`config.mk`:
```
export PLATFORM = sky130hd
export DESIGN_NAME = pipe_stage_buf
export DESIGN_NICKNAME = d
export VERILOG_FILES = /design/src/rtl/pipe_stage_buf.sv
export SDC_FILE = /design/constraint.sdc
export NUM_CORES = 1
export LEC_CHECK = 0
export ABC_AREA = 1
export BUFFER_PORTS_ARGS = -buffer_cell sky130_fd_sc_hd__buf_4
export CORE_UTILIZATION = 56
export CTS_BUF_LIST = sky130_fd_sc_hd__clkbuf_4 sky130_fd_sc_hd__clkbuf_8 sky130_fd_sc_hd__clkbuf_16
export DETAILED_ROUTE_END_ITERATION = 7
export PLACE_DENSITY = 0.89
export SLEW_MARGIN = 40
export SYNTH_ARGS = -nofsm -noshare
export SYNTH_HDL_FRONTEND = slang
export SYNTH_SLANG_ARGS = --single-unit
export TNS_END_PERCENT = 10
```
`constraint.sdc`:
```
create_clock -name clk -period 2.95 [get_ports clk]
set_clock_uncertainty 0.2 [all_clocks]
set_input_delay 0.59 -clock clk [delete_from_list [all_inputs] [get_ports clk]]
set_output_delay 0.59 -clock clk [all_outputs]
set_load 0.05 [all_outputs]
```
`src/rtl/pipe_stage_buf.sv`:
```
// Elastic FIFO pipeline stage with hold (output stall) and synchronous flush.
// Status and head payload are registered; storage is unreset.
module pipe_stage_buf #(
    parameter int unsigned     WIDTH     = 32,
    parameter int unsigned     DEPTH     = 2,
    parameter logic [WIDTH-1:0] RESET_VAL = '0
) (
    input  logic                       clk,
    input  logic                       reset,
    input  logic                       in_valid,
    output logic                       in_ready,
    input  logic [WIDTH-1:0]           in_data,
    output logic                       out_valid,
    input  logic                       out_ready,
    output logic [WIDTH-1:0]           out_data,
    input  logic                       hold,
    input  logic                       flush,
    output logic [$clog2(DEPTH+1)-1:0] count
);

    localparam int unsigned PW = $clog2(DEPTH);
    localparam int unsigned CW = $clog2(DEPTH + 1);

    logic [WIDTH-1:0] mem_q [DEPTH];

    logic [PW-1:0]    wr_ptr_q, wr_ptr_d;
    logic [PW-1:0]    rd_ptr_q, rd_ptr_d;
    logic [CW-1:0]    count_q, count_d;
    logic             in_ready_q, in_ready_d;
    logic             out_valid_q, out_valid_d;
    logic [WIDTH-1:0] out_data_q, out_data_d;
    logic             push, pop;

    always_comb begin
        push        = in_valid && in_ready_q && !flush;
        pop         = out_valid_q && out_ready && !hold && !flush;
        wr_ptr_d    = wr_ptr_q;
        rd_ptr_d    = rd_ptr_q;
        count_d     = count_q;
        out_data_d  = RESET_VAL;

        if (flush) begin
            wr_ptr_d = '0;
            rd_ptr_d = '0;
            count_d  = '0;
        end else begin
            if (push) wr_ptr_d = wr_ptr_q + PW'(1);
            if (pop)  rd_ptr_d = rd_ptr_q + PW'(1);
            count_d = count_q + CW'(push) - CW'(pop);
        end

        in_ready_d  = (count_d < CW'(DEPTH));
        out_valid_d = (count_d != '0);

        // A push into a buffer that is empty after this edge's pop becomes the head itself
        if (count_d == '0) begin
            out_data_d = RESET_VAL;
        end else if (push && (count_q == CW'(pop))) begin
            out_data_d = in_data;
        end else begin
            out_data_d = mem_q[rd_ptr_d];
        end
    end

    always_ff @(posedge clk or negedge reset) begin
        if (!reset) begin
            wr_ptr_q    <= '0;
            rd_ptr_q    <= '0;
            count_q     <= '0;
            in_ready_q  <= 1'b1;
            out_valid_q <= 1'b0;
            out_data_q  <= RESET_VAL;
        end else begin
            wr_ptr_q    <= wr_ptr_d;
            rd_ptr_q    <= rd_ptr_d;
            count_q     <= count_d;
            in_ready_q  <= in_ready_d;
            out_valid_q <= out_valid_d;
            out_data_q  <= out_data_d;
        end
    end

    always_ff @(posedge clk) begin
        if (push) mem_q[wr_ptr_q] <= in_data;
    end

    assign in_ready  = in_ready_q;
    assign out_valid = out_valid_q;
    assign out_data  = out_data_q;
    assign count     = count_q;

endmodule

```
==> metrics, run 1 <==
sequential standard cell area=approximately 0.0029 sq mm; post-synthesis sequential area ratio=between 60% and 70%; post-layout util=between 60 and 70%; Mapped Area=about 0.0045 sq mm; Clk Tree Root Cell=clkbuf_8; HP Class=primary input to async pin; PortBufs=73; Least-Margin Pin Slew=0.674 ns; met3 Usage GRT=5.86%; Post-synth EDFFs=64; CTS buffer count=9; CP cell instances=nand2_1 > inv_1 > nand2_2 > ha_1 > inv_1 > ha_1 > nand3b_1 > nand3_2 > nand2_2 > nand2_1 > inv_1 > nand2_1 > inv_1; antenna violations before repair=0; fill count=approximately 560; initial DRC count=roughly 260; Max clock buf depth=2; Vert. Die Dim=about 90 um; min cycle time layout=approximately 2.8 ns; Hold Vio Cnt, Final=31; Worst-path clk slew=0.10 ns; Starting Density=57.8%; path type of the worst setup path=flop to flop; first-pass GRT wire length=between 15000 and 20000 um; kind of end point of the critical path=flop; Main synth FF type=edfxtp_1; GP Congestion=0.741; Net count, final=565; drt total wl=between 9000 and 10000 um; Crit Path Max Fanout=33; startpoint types=flop; slowest stage cell, crit path=dfstp_2; num ports=74; yosys warns=0; P_leak=2.86 nW; Slew Limit Fails=0; via count=roughly 3400; die area=0.00834 sq mm; crit share post-route=a little over nine tenths; placement row count=32; most instantiated cells after synthesis=107 x inv_1, 105 x nand2_1, 66 x nand3_1; top-count cell post-synth=inv_1; Async SR Flop Fraction=between 30 and 40%; Clock Latency Late Sink=approximately 0.36 ns; WL per Instance=15.7 um; Setup Fix Bufs, Post-CTS=0; Power Density=slightly above 600 mW/mm^2; Slew headroom=a little over half; most frequent CP cell=inv_1; gr busiest metal=met2; violations in the final reports=hold timing; Mean Syn Cell Area=~9.8 sq um; top cell type's share of synthesized area=between 40% and 50%; Worst R2R Setup Slack=approximately 0.17 ns; Max stage delay on crit path=roughly 0.56 ns; DR vias/cell=approximately 5.3; met1 usage=between 20% and 30%; fraction of layout cells with a size suffix above 1=a little over a fifth; outcome=complete, but fails checks; Area growth syn-to-layout=19.3%; r2r endpoint=out_data[6]$_DFF_PN0_; GRT overflow=0; Multi-input gate area=around 0.0011 sq mm; fmax=~360 MHz; Post-Syn Instances=approximately 450; #FFs+latches synth=approximately 100; Setup violations, final=0; WHS=-0.0104 ns; Setup TNS Final=0 ns; worst vdd ir=around 0.35 mV; r2r worst-path depth=13; post-synthesis net count=a little under 500; Reg-to-Reg Start=in_ready$_DFF_PN1_; Max-cap violations=0; GRT Overall Usage=around 25%; Critical Path AT=2.84 ns; library cells used by synthesis=18; vias in the first global route=3417; CTS tree=done; Resized cells post-CTS=0; drt drc=0; Die Wd=91.3 um; clk sinks=~100; RSZ-0062 raised after global routing=false; largest net degree at the start of global routing=39; met2 global-route usage=43.4%; antenna cells=0; first drt pass iteration count=6; hold buffers post-CTS=0; Final ANT Viol Nets=0; DP HPWL=roughly 6200 um; CP required=between 3 and 4 ns; top post-synthesis cells by area=edfxtp_1 43%, dfrtp_1 21%, inv_1 9.0%; CORE AREA=0.00773 sq mm; cell taking the most area after synthesis=edfxtp_1; H-Tree Depth=3
==> per-layer routing <==
layer,vias to the layer above,wire length [um]
met5,-,0
met3,32,736
li1,1582,-
met2,181,5130
met4,0,265
met1,1583,3800
==> kinds of logic after synthesis <==
family | share of synthesized area [%]
adders and majority gates | 0.560
AOI/OAI and AO/OA | 0.140
buffers and inverters | 11.9
and+or+nand+nor | 23.1
DFF | 64.3
==> how the worst max path moves through the flow <==
stage | start | endpoint | slack, ns | cells past startpoint
2_1_floorplan | in_ready$_DFF_PN1_ | mem_q[0][0]$_DFFE_PP_ | -0.009 | 4
3_3_place_gp | out_ready | out_data[23]$_DFF_PN0_ | 0.20 | 15
3_5_place_dp | in_valid | out_data[4]$_DFF_PN0_ | 0.09 | 14
4_1_cts | in_ready$_DFF_PN1_ | out_data[6]$_DFF_PN0_ | 0.21 | 13
5_1_grt | in_ready$_DFF_PN1_ | out_data[11]$_DFF_PN0_ | 0.02 | 13
6_report | in_ready$_DFF_PN1_ | out_data[6]$_DFF_PN0_ | 0.17 | 13
==> through the flow <==
| stage | hold WS (ns) | cells | cell area, sq um | setup slack, ns | power (mW) |
|---|---|---|---|---|---|
| after global placement | 0.310 | 616 | 5130 | 0.201 | 2.40 |
| final | -0.0104 | 632 | 5330 | 0.170 | 3.28 |
| after floorplan | 0.0944 | 454 | 4470 | -0.00938 | 2.18 |
| after global routing | 0.0254 | 632 | 5330 | 0.0224 | 3.40 |
| after detailed placement | 0.320 | 616 | 5130 | 0.0950 | 2.43 |
| after CTS | 0.00477 | 632 | 5330 | 0.210 | 3.29 |
==> sequential cells by signal, summed over array words and instances, names as in the netlist <==
signal and count:
rd_ptr_q 1, in_ready 1, wr_ptr_q 1, out_data 32
mem_q 64, count 2, out_valid 1
==> layout by cell type, fill, tap and decap left out, drive strengths merged, types with 2 or more instances in the layout <==
| master | count |
|---|---|
| clkinv | 3 |
| buf | 84 |
| nor2 | 4 |
| nand4 | 32 |
| nand3 | 69 |
| clkbuf | 11 |
| nand2 | 111 |
| ha | 2 |
| inv | 108 |
| edfxtp | 64 |
| dfrtp | 37 |
==> critical path, delay by kind of cell (launching register included) <==
kind                     cells  cell delay (ns)
flip-flops                   1             0.56
buffers and inverters        4             0.25
AND/OR/NAND/NOR              7             1.18
adder cells (fa/ha/maj)      2             0.48
==> layout make-up <==
type	count	share of cell area (%)
sequential	102	53.9
multi-input combinational	220	20.2
timing repair buffer	84	12.1
inverter	108	7.66
clock buffer	11	2.61
tap	102	2.40
clock inverter	5	1.13
==> where the power goes <==
| group | switching, mW | total, mW | internal, mW |
|---|---|---|---|
| Sequential | 0.0384 | 1.66 | 1.63 |
| Clock | 0.471 | 0.884 | 0.414 |
| Combinational | 0.520 | 0.736 | 0.216 |
Power figures use the tool's default switching activity.
==> run 2: changes to the inputs <==
--- a/config.mk
+++ b/config.mk
@@ -8,7 +8,7 @@
 export ABC_AREA = 1
 export BUFFER_PORTS_ARGS = -buffer_cell sky130_fd_sc_hd__buf_4
 export CORE_UTILIZATION = 56
-export CTS_BUF_LIST = sky130_fd_sc_hd__clkbuf_4 sky130_fd_sc_hd__clkbuf_8 sky130_fd_sc_hd__clkbuf_16
+export CTS_BUF_LIST = sky130_fd_sc_hd__clkbuf_16
 export DETAILED_ROUTE_END_ITERATION = 7
 export PLACE_DENSITY = 0.89
 export SLEW_MARGIN = 40
==> run 2 against run 1 <==
The run now ends clean; die area unchanged; non-clock buffer count unchanged; power up 8.6%; sequential share of layout area down 0.98 points; clock power up 31%; clock-buffer cell count down 2; sequential cell count unchanged; critical path depth unchanged; worst hold slack better by 0.032 ns.
==> metrics, run 2 (synthesis results as in run 1) <==
Clock Latency Late Sink=0.34 ns (-0.02 ns); Worst R2R Setup Slack=0.38 ns (+0.21 ns); outcome=complete, no violations; crit share post-route=87.2% (-7.0 points); die area=0.00834 sq mm (unchanged); HP Class=primary input to async pin; DP Area=0.00513 sq mm (unchanged); drt drc=0 (unchanged); CP required=2.98 ns (-0.03 ns); GP Congestion=0.741 (unchanged); Max-cap violations=0 (unchanged); final worst setup slack=0.376 ns (+0.206 ns); Max stage delay on crit path=0.55 ns (about the same); Final Non-Filler Cells=632 (unchanged); Worst-path clk slew=0.07 ns (-0.03 ns); worst vdd ir=0.354 mV (+2.6%); Slew Limit Fails=0 (unchanged); CTS tree=done; DP HPWL=6240 um (unchanged); Resized cells post-CTS=0 (unchanged); max FFs per register=64 (unchanged); num ports=74 (unchanged); P_leak=2.91 nW (+1.7%); startpoint types=flop; Power Total=3.57 mW (+8.6%); Vert. Die Dim=91.3 um (unchanged); vias in the first global route=3487 (+2.0%); worst path bufs/invs=4 (unchanged); Area growth syn-to-layout=21.5%; min cycle time layout=2.57 ns (-0.206 ns); fmax=389 MHz (+8.0%); path type of the worst setup path=flop to flop; Biggest register=mem_q; DP Worst Slack=0.0950 ns (unchanged); first drt pass iteration count=5 (-1); CTS buffer count=9 (unchanged); drt total wl=10400 um (+5.1%); Least-Margin Pin Slew=0.677 ns (+0.00293 ns); most common cell after layout, fill and taps aside=inv_1; RSZ-0062 raised after global routing=false; PortBufs=73 (unchanged); clk sinks=102 (unchanged); Power Density=657 mW/mm^2 (+6.6%); via count=3410 (+0.95%); fraction of layout cells with a size suffix above 1=21.3% (-0.38 points); slowest stage cell, crit path=dfstp_2; Max clock buf depth=2 (unchanged); most frequent cells in the layout=109 x inv_1, 105 x nand2_1, 83 x buf_4; hold buffers post-CTS=0 (unchanged); Critical Path AT=2.61 ns (-0.23 ns); Slew headroom=54.7% (-0.20 points); most frequent CP cell=inv_1; CP delay by family, top=simple AND/OR/NAND/NOR gates; WL per Instance=16.5 um (+5.1%); GRT Overall Usage=26.5% (+1.5 points); Setup Fix Bufs, Post-CTS=0 (unchanged); CORE AREA=0.00773 sq mm (unchanged); first-pass GRT wire length=16600 um (+3.7%); initial DRC count=293 (+15%); Die Wd=91.3 um (unchanged); largest net degree at the start of global routing=39 (unchanged); antenna violations before repair=0 (unchanged); fin area=0.00543 sq mm (+1.9%); Starting Density=57.8% (unchanged); fill count=520 (-7.3%); Crit Path Max Fanout=33 (unchanged); Setup violations, final=0 (unchanged); Final ANT Viol Nets=0 (unchanged); Net count, final=565 (unchanged); GRT overflow=0 (unchanged); placement row count=32 (unchanged); H-Tree Depth=3 (unchanged); Placed Cells=616 (unchanged); Hold Vio Cnt, Final=0 (-100%); CP cell instances=nand2_1 > inv_1 > nand2_2 > ha_1 > inv_1 > ha_1 > nand3b_1 > nand3_2 > nand2_4 > nand2_1 > inv_1 > nand2_1 > inv_1; Clk Tree Root Cell=clkbuf_16; kind of end point of the critical path=flop; DR vias/cell=5.40 (+0.95%); antenna cells=0 (unchanged)
run 2: final timing paths:
check                                       start                endpoint  depth (start not counted)
min in group clk                      in_data[16]  mem_q[0][16]$_DFFE_PP_                          1
max in group asynchronous                   reset      in_ready$_DFF_PN1_                          1
hold / removal                              reset    wr_ptr_q$_DFFE_PN0P_                          1
setup reg to reg               in_ready$_DFF_PN1_  out_data[14]$_DFF_PN0_                         13
hold reg to reg            mem_q[0][21]$_DFFE_PP_  out_data[21]$_DFF_PN0_                          4
setup / recovery               in_ready$_DFF_PN1_  out_data[14]$_DFF_PN0_                         13
run 2: metal layers:
metal  global-route usage [%]  part of all wire (%)
met1                     31.2                    38
met2                     46.3                    53
met3                     5.03                   6.7
met4                     13.8                   2.4
met5                        0                     0
run 2: final cells by class:
| class | instances | area (sq um) | area share (%) |
|---|---|---|---|
| flip-flops and latches | 102 | 2870 | 53.0 |
| multi-input cells | 220 | 1080 | 19.9 |
| repair buffers | 84 | 643 | 11.9 |
| inverters | 108 | 408 | 7.52 |
| clock buffers | 9 | 225 | 4.15 |
| well taps | 102 | 128 | 2.35 |
| clock inverters | 7 | 67.6 | 1.25 |
run 2: where the power goes:
group / internal (mW) / switching [mW] / leakage [nW]
combinational: 0.217 / 0.527 / 1.66
sequential: 1.63 / 0.0386 / 1.10
clock: 0.653 / 0.505 / 0.148
total: 2.50 / 1.07 / 2.91
run 2: metrics by stage:
stage / hold WS, ns / utilization [%] / TNS (ns)
floorplan: 0.0944 / - / -0.300
global placement: 0.310 / 66.4 / 0
detailed placement: 0.320 / 66.4 / 0
CTS: 0.0383 / 70.2 / 0
global route: 0.0657 / 70.2 / 0
finish: 0.0217 / 70.2 / 0
run 2: worst reg2reg max path, stage by stage, from the launching register on:
cell      delay, ns
dfstp_2        0.55
nand2_1        0.10
inv_1          0.12
nand2_2        0.12
ha_1           0.30
inv_1          0.04
ha_1           0.18
nand3b_1       0.17
nand3_2        0.12
nand2_4        0.22
nand2_1        0.18
inv_1          0.06
nand2_1        0.08
inv_1          0.04
==> run 3: changes to the inputs <==
--- a/config.mk
+++ b/config.mk
@@ -5,9 +5,8 @@
 export SDC_FILE = /design/constraint.sdc
 export NUM_CORES = 1
 export LEC_CHECK = 0
-export ABC_AREA = 1
 export BUFFER_PORTS_ARGS = -buffer_cell sky130_fd_sc_hd__buf_4
-export CORE_UTILIZATION = 56
+export CORE_UTILIZATION = 55
 export CTS_BUF_LIST = sky130_fd_sc_hd__clkbuf_16
 export DETAILED_ROUTE_END_ITERATION = 7
 export PLACE_DENSITY = 0.89
==> run 3 against run 2 <==
Clock power rose by 3%; largest cell class unchanged; fmax decreased by 0.87%; critical path depth shrank 3; first-iteration DRC count is 38% lower.
==> metrics, run 3 <==
antenna cells=0 (unchanged); Main synth FF type=edfxtp_1; drt total wl=7910 um (-24%); library cells used by synthesis=24 (+6); Area growth syn-to-layout=26.3%; #FFs+latches synth=102 (unchanged); Least-Margin Pin Slew=0.499 ns (-0.178 ns); worst path bufs/invs=2 (-2); Power Density=706 mW/mm^2 (+7.3%); Starting Density=58.1% (+0.27 points); CP required=3.00 ns (+0.02 ns); final worst setup slack=0.354 ns (-0.0226 ns); Post-Syn Instances=243 (-46%); Worst-path clk slew=0.06 ns (about the same); Max-cap violations=0 (unchanged); crit share post-route=88.0% (+0.77 points); min cycle time layout=2.60 ns (+0.0226 ns); post-synthesis net count=283 (-43%); sequential standard cell area=0.00287 sq mm (unchanged); die area=0.00768 sq mm (-7.9%); PortBufs=73 (unchanged); post-synthesis sequential area ratio=71.3% (+6.9 points); Clk Tree Root Cell=clkbuf_16; vias in the first global route=2470 (-29%); most frequent cells in the layout=79 x buf_4, 64 x edfxtp_1, 37 x dfrtp_1; most common cell after layout, fill and taps aside=buf_4; drt drc=0 (unchanged); Mean Syn Cell Area=16.6 sq um (+69%); Max clock buf depth=2 (unchanged); GRT Overall Usage=22.5% (-4.1 points); initial DRC count=183 (-38%); via count=2401 (-30%); fmax=385 MHz (-0.87%); yosys warns=0 (unchanged); slowest stage cell, crit path=dfstp_2; GRT overflow=0 (unchanged); Slew Limit Fails=0 (unchanged); first-pass GRT wire length=12500 um (-25%); DP HPWL=4870 um (-22%); Hold Vio Cnt, Final=0 (unchanged); worst vdd ir=0.399 mV (+13%); Critical Path AT=2.64 ns (+0.03 ns); fin area=0.00509 sq mm (-6.1%); startpoint types=flop; Setup Fix Bufs, Post-CTS=0 (unchanged); Critical Path Stages=10 (-3); WL per Instance=18.9 um (+14%); DP Worst Slack=0.172 ns (+0.0775 ns); outcome=complete, no violations; CP cell instances=nand2_1 > or2_2 > ha_1 > inv_1 > ha_1 > xnor3_1 > a21oi_4 > buf_12 > o41ai_1 > a21oi_1; GP Congestion=0.769 (+3.7%); H-Tree Depth=3 (unchanged); start point of the critical path=in_ready$_DFF_PN1_; CORE AREA=0.00694 sq mm (-10%); most frequent CP cell=ha_1; clk sinks=102 (unchanged); Final ANT Viol Nets=0 (unchanged); top-count cell post-synth=edfxtp_1; Slew headroom=66.7% (+12 points); top post-synthesis cells by area=edfxtp_1 48%, dfrtp_1 23%, mux2i_1 7.9%; Reg-to-Reg Start=in_ready$_DFF_PN1_; Vert. Die Dim=87.6 um (-4.0%); CP delay by family, top=flip-flops; fraction of layout cells with a size suffix above 1=41.9% (+21 points); antenna violations before repair=0 (unchanged); Die Wd=87.6 um (-4.0%); most instantiated cells after synthesis=64 x edfxtp_1, 37 x dfrtp_1, 32 x mux2i_1, 32 x o41ai_1, 31 x a21oi_2; Post-synth EDFFs=64 (unchanged); Async SR Flop Fraction=37.3% (unchanged); Mapped Area=0.00403 sq mm (-9.7%); Resized cells post-CTS=0 (unchanged); Clock Latency Late Sink=0.34 ns (about the same); CTS tree=done; RSZ-0062 raised after global routing=false; first drt pass iteration count=4 (-1); Crit Path Max Fanout=25 (-24%); P_leak=2.19 nW (-25%); top cell type's share of synthesized area=47.7% (+4.6 points); Biggest register=mem_q; r2r worst-path depth=10 (-3); DR vias/cell=5.74 (+6.5%); fill count=447 (-14%); placement row count=30 (-6.3%); largest net degree at the start of global routing=39 (unchanged); path type of the worst setup path=flop to flop; max FFs per register=64 (unchanged); hold buffers post-CTS=0 (unchanged); num ports=74 (unchanged); DP Area=0.00479 sq mm (-6.7%); kind of end point of the critical path=flop; CTS buffer count=9 (unchanged); HP Class=primary input to async pin; Multi-input gate area=0.00108 sq mm (-0.12%); Setup violations, final=0 (unchanged); Net count, final=357 (-37%); Max stage delay on crit path=0.53 ns (-0.02 ns); cell taking the most area after synthesis=edfxtp_1; post-layout util=73.4% (+3.1 points)
## run 3: cell types whose count changed after synthesis, moves of 6 or more
cell      change
nand3_1      -66
a21oi_2      +31
mux2i_1      +32
inv_1       -103
o41ai_1      +32
buf_2        -10
nand2_2       -6
nand4_1      -32
clkbuf_1      +7
nand2_1     -104
## run 3: cells by family (layout without fill, tap and decap cells)
kind of cell / Yosys count / in the layout / share of synthesized area (%)
buffers and inverters: 26 / 105 / 3.23
flip-flops: 102 / 102 / 71.3
AND/OR/NAND/NOR: 12 / 12 / 1.68
XOR/XNOR: 3 / 3 / 0.993
adder cells (fa/ha/maj): 2 / 2 / 0.620
multiplexers: 33 / 33 / 8.28
AO/OA/AOI/OAI: 65 / 65 / 13.9
## run 3: layout make-up
class	count	share of cell area, %
flip-flops and latches	102	56.4
multi-input cells	115	21.2
repair buffers	84	13.6
clock buffers	9	4.42
well taps	96	2.36
clock inverters	7	1.65
inverters	5	0.368
## run 3: power by group
| part | switching (mW) | internal [mW] | leakage, nW |
|---|---|---|---|
| combinational | 0.486 | 0.241 | 0.940 |
| sequential | 0.0360 | 1.63 | 1.10 |
| clock | 0.468 | 0.732 | 0.157 |
## run 3: stage by stage
stage / hold WS, ns / setup TNS, ns / power, mW / instances
2_1_floorplan: 0.0944 / -27.40 / 2.16 / 243
5_1_grt: 0.0688 / 0 / 3.72 / 418
4_1_cts: 0.0408 / 0 / 3.62 / 418
6_report: 0.0258 / 0 / 3.60 / 418
3_3_place_gp: 0.328 / 0 / 2.41 / 402
3_5_place_dp: 0.343 / 0 / 2.42 / 402
## run 3: path summary, 6_finish.rpt
kind                                                to  slack [ns]
min in group clk                mem_q[1][10]$_DFFE_PP_        0.24
worst max-delay path            out_data[15]$_DFF_PN0_        0.35
worst min-delay path             out_data[2]$_DFF_PN0_        0.03
max in group asynchronous           in_ready$_DFF_PN1_        2.16
worst min register to register  out_data[29]$_DFF_PN0_        0.35
worst max register to register  out_data[15]$_DFF_PN0_        0.35
## run 3: layer usage
| metal | vias to the layer above | GRT usage, % | part of all wire (%) |
|---|---|---|---|
| met5 | - | 0 | 0 |
| met4 | 0 | 9.39 | 1.6 |
| met3 | 12 | 4.43 | 6.1 |
| met2 | 96 | 37.8 | 51 |
| met1 | 1192 | 28.9 | 42 |
| li1 | 1101 | - | - |
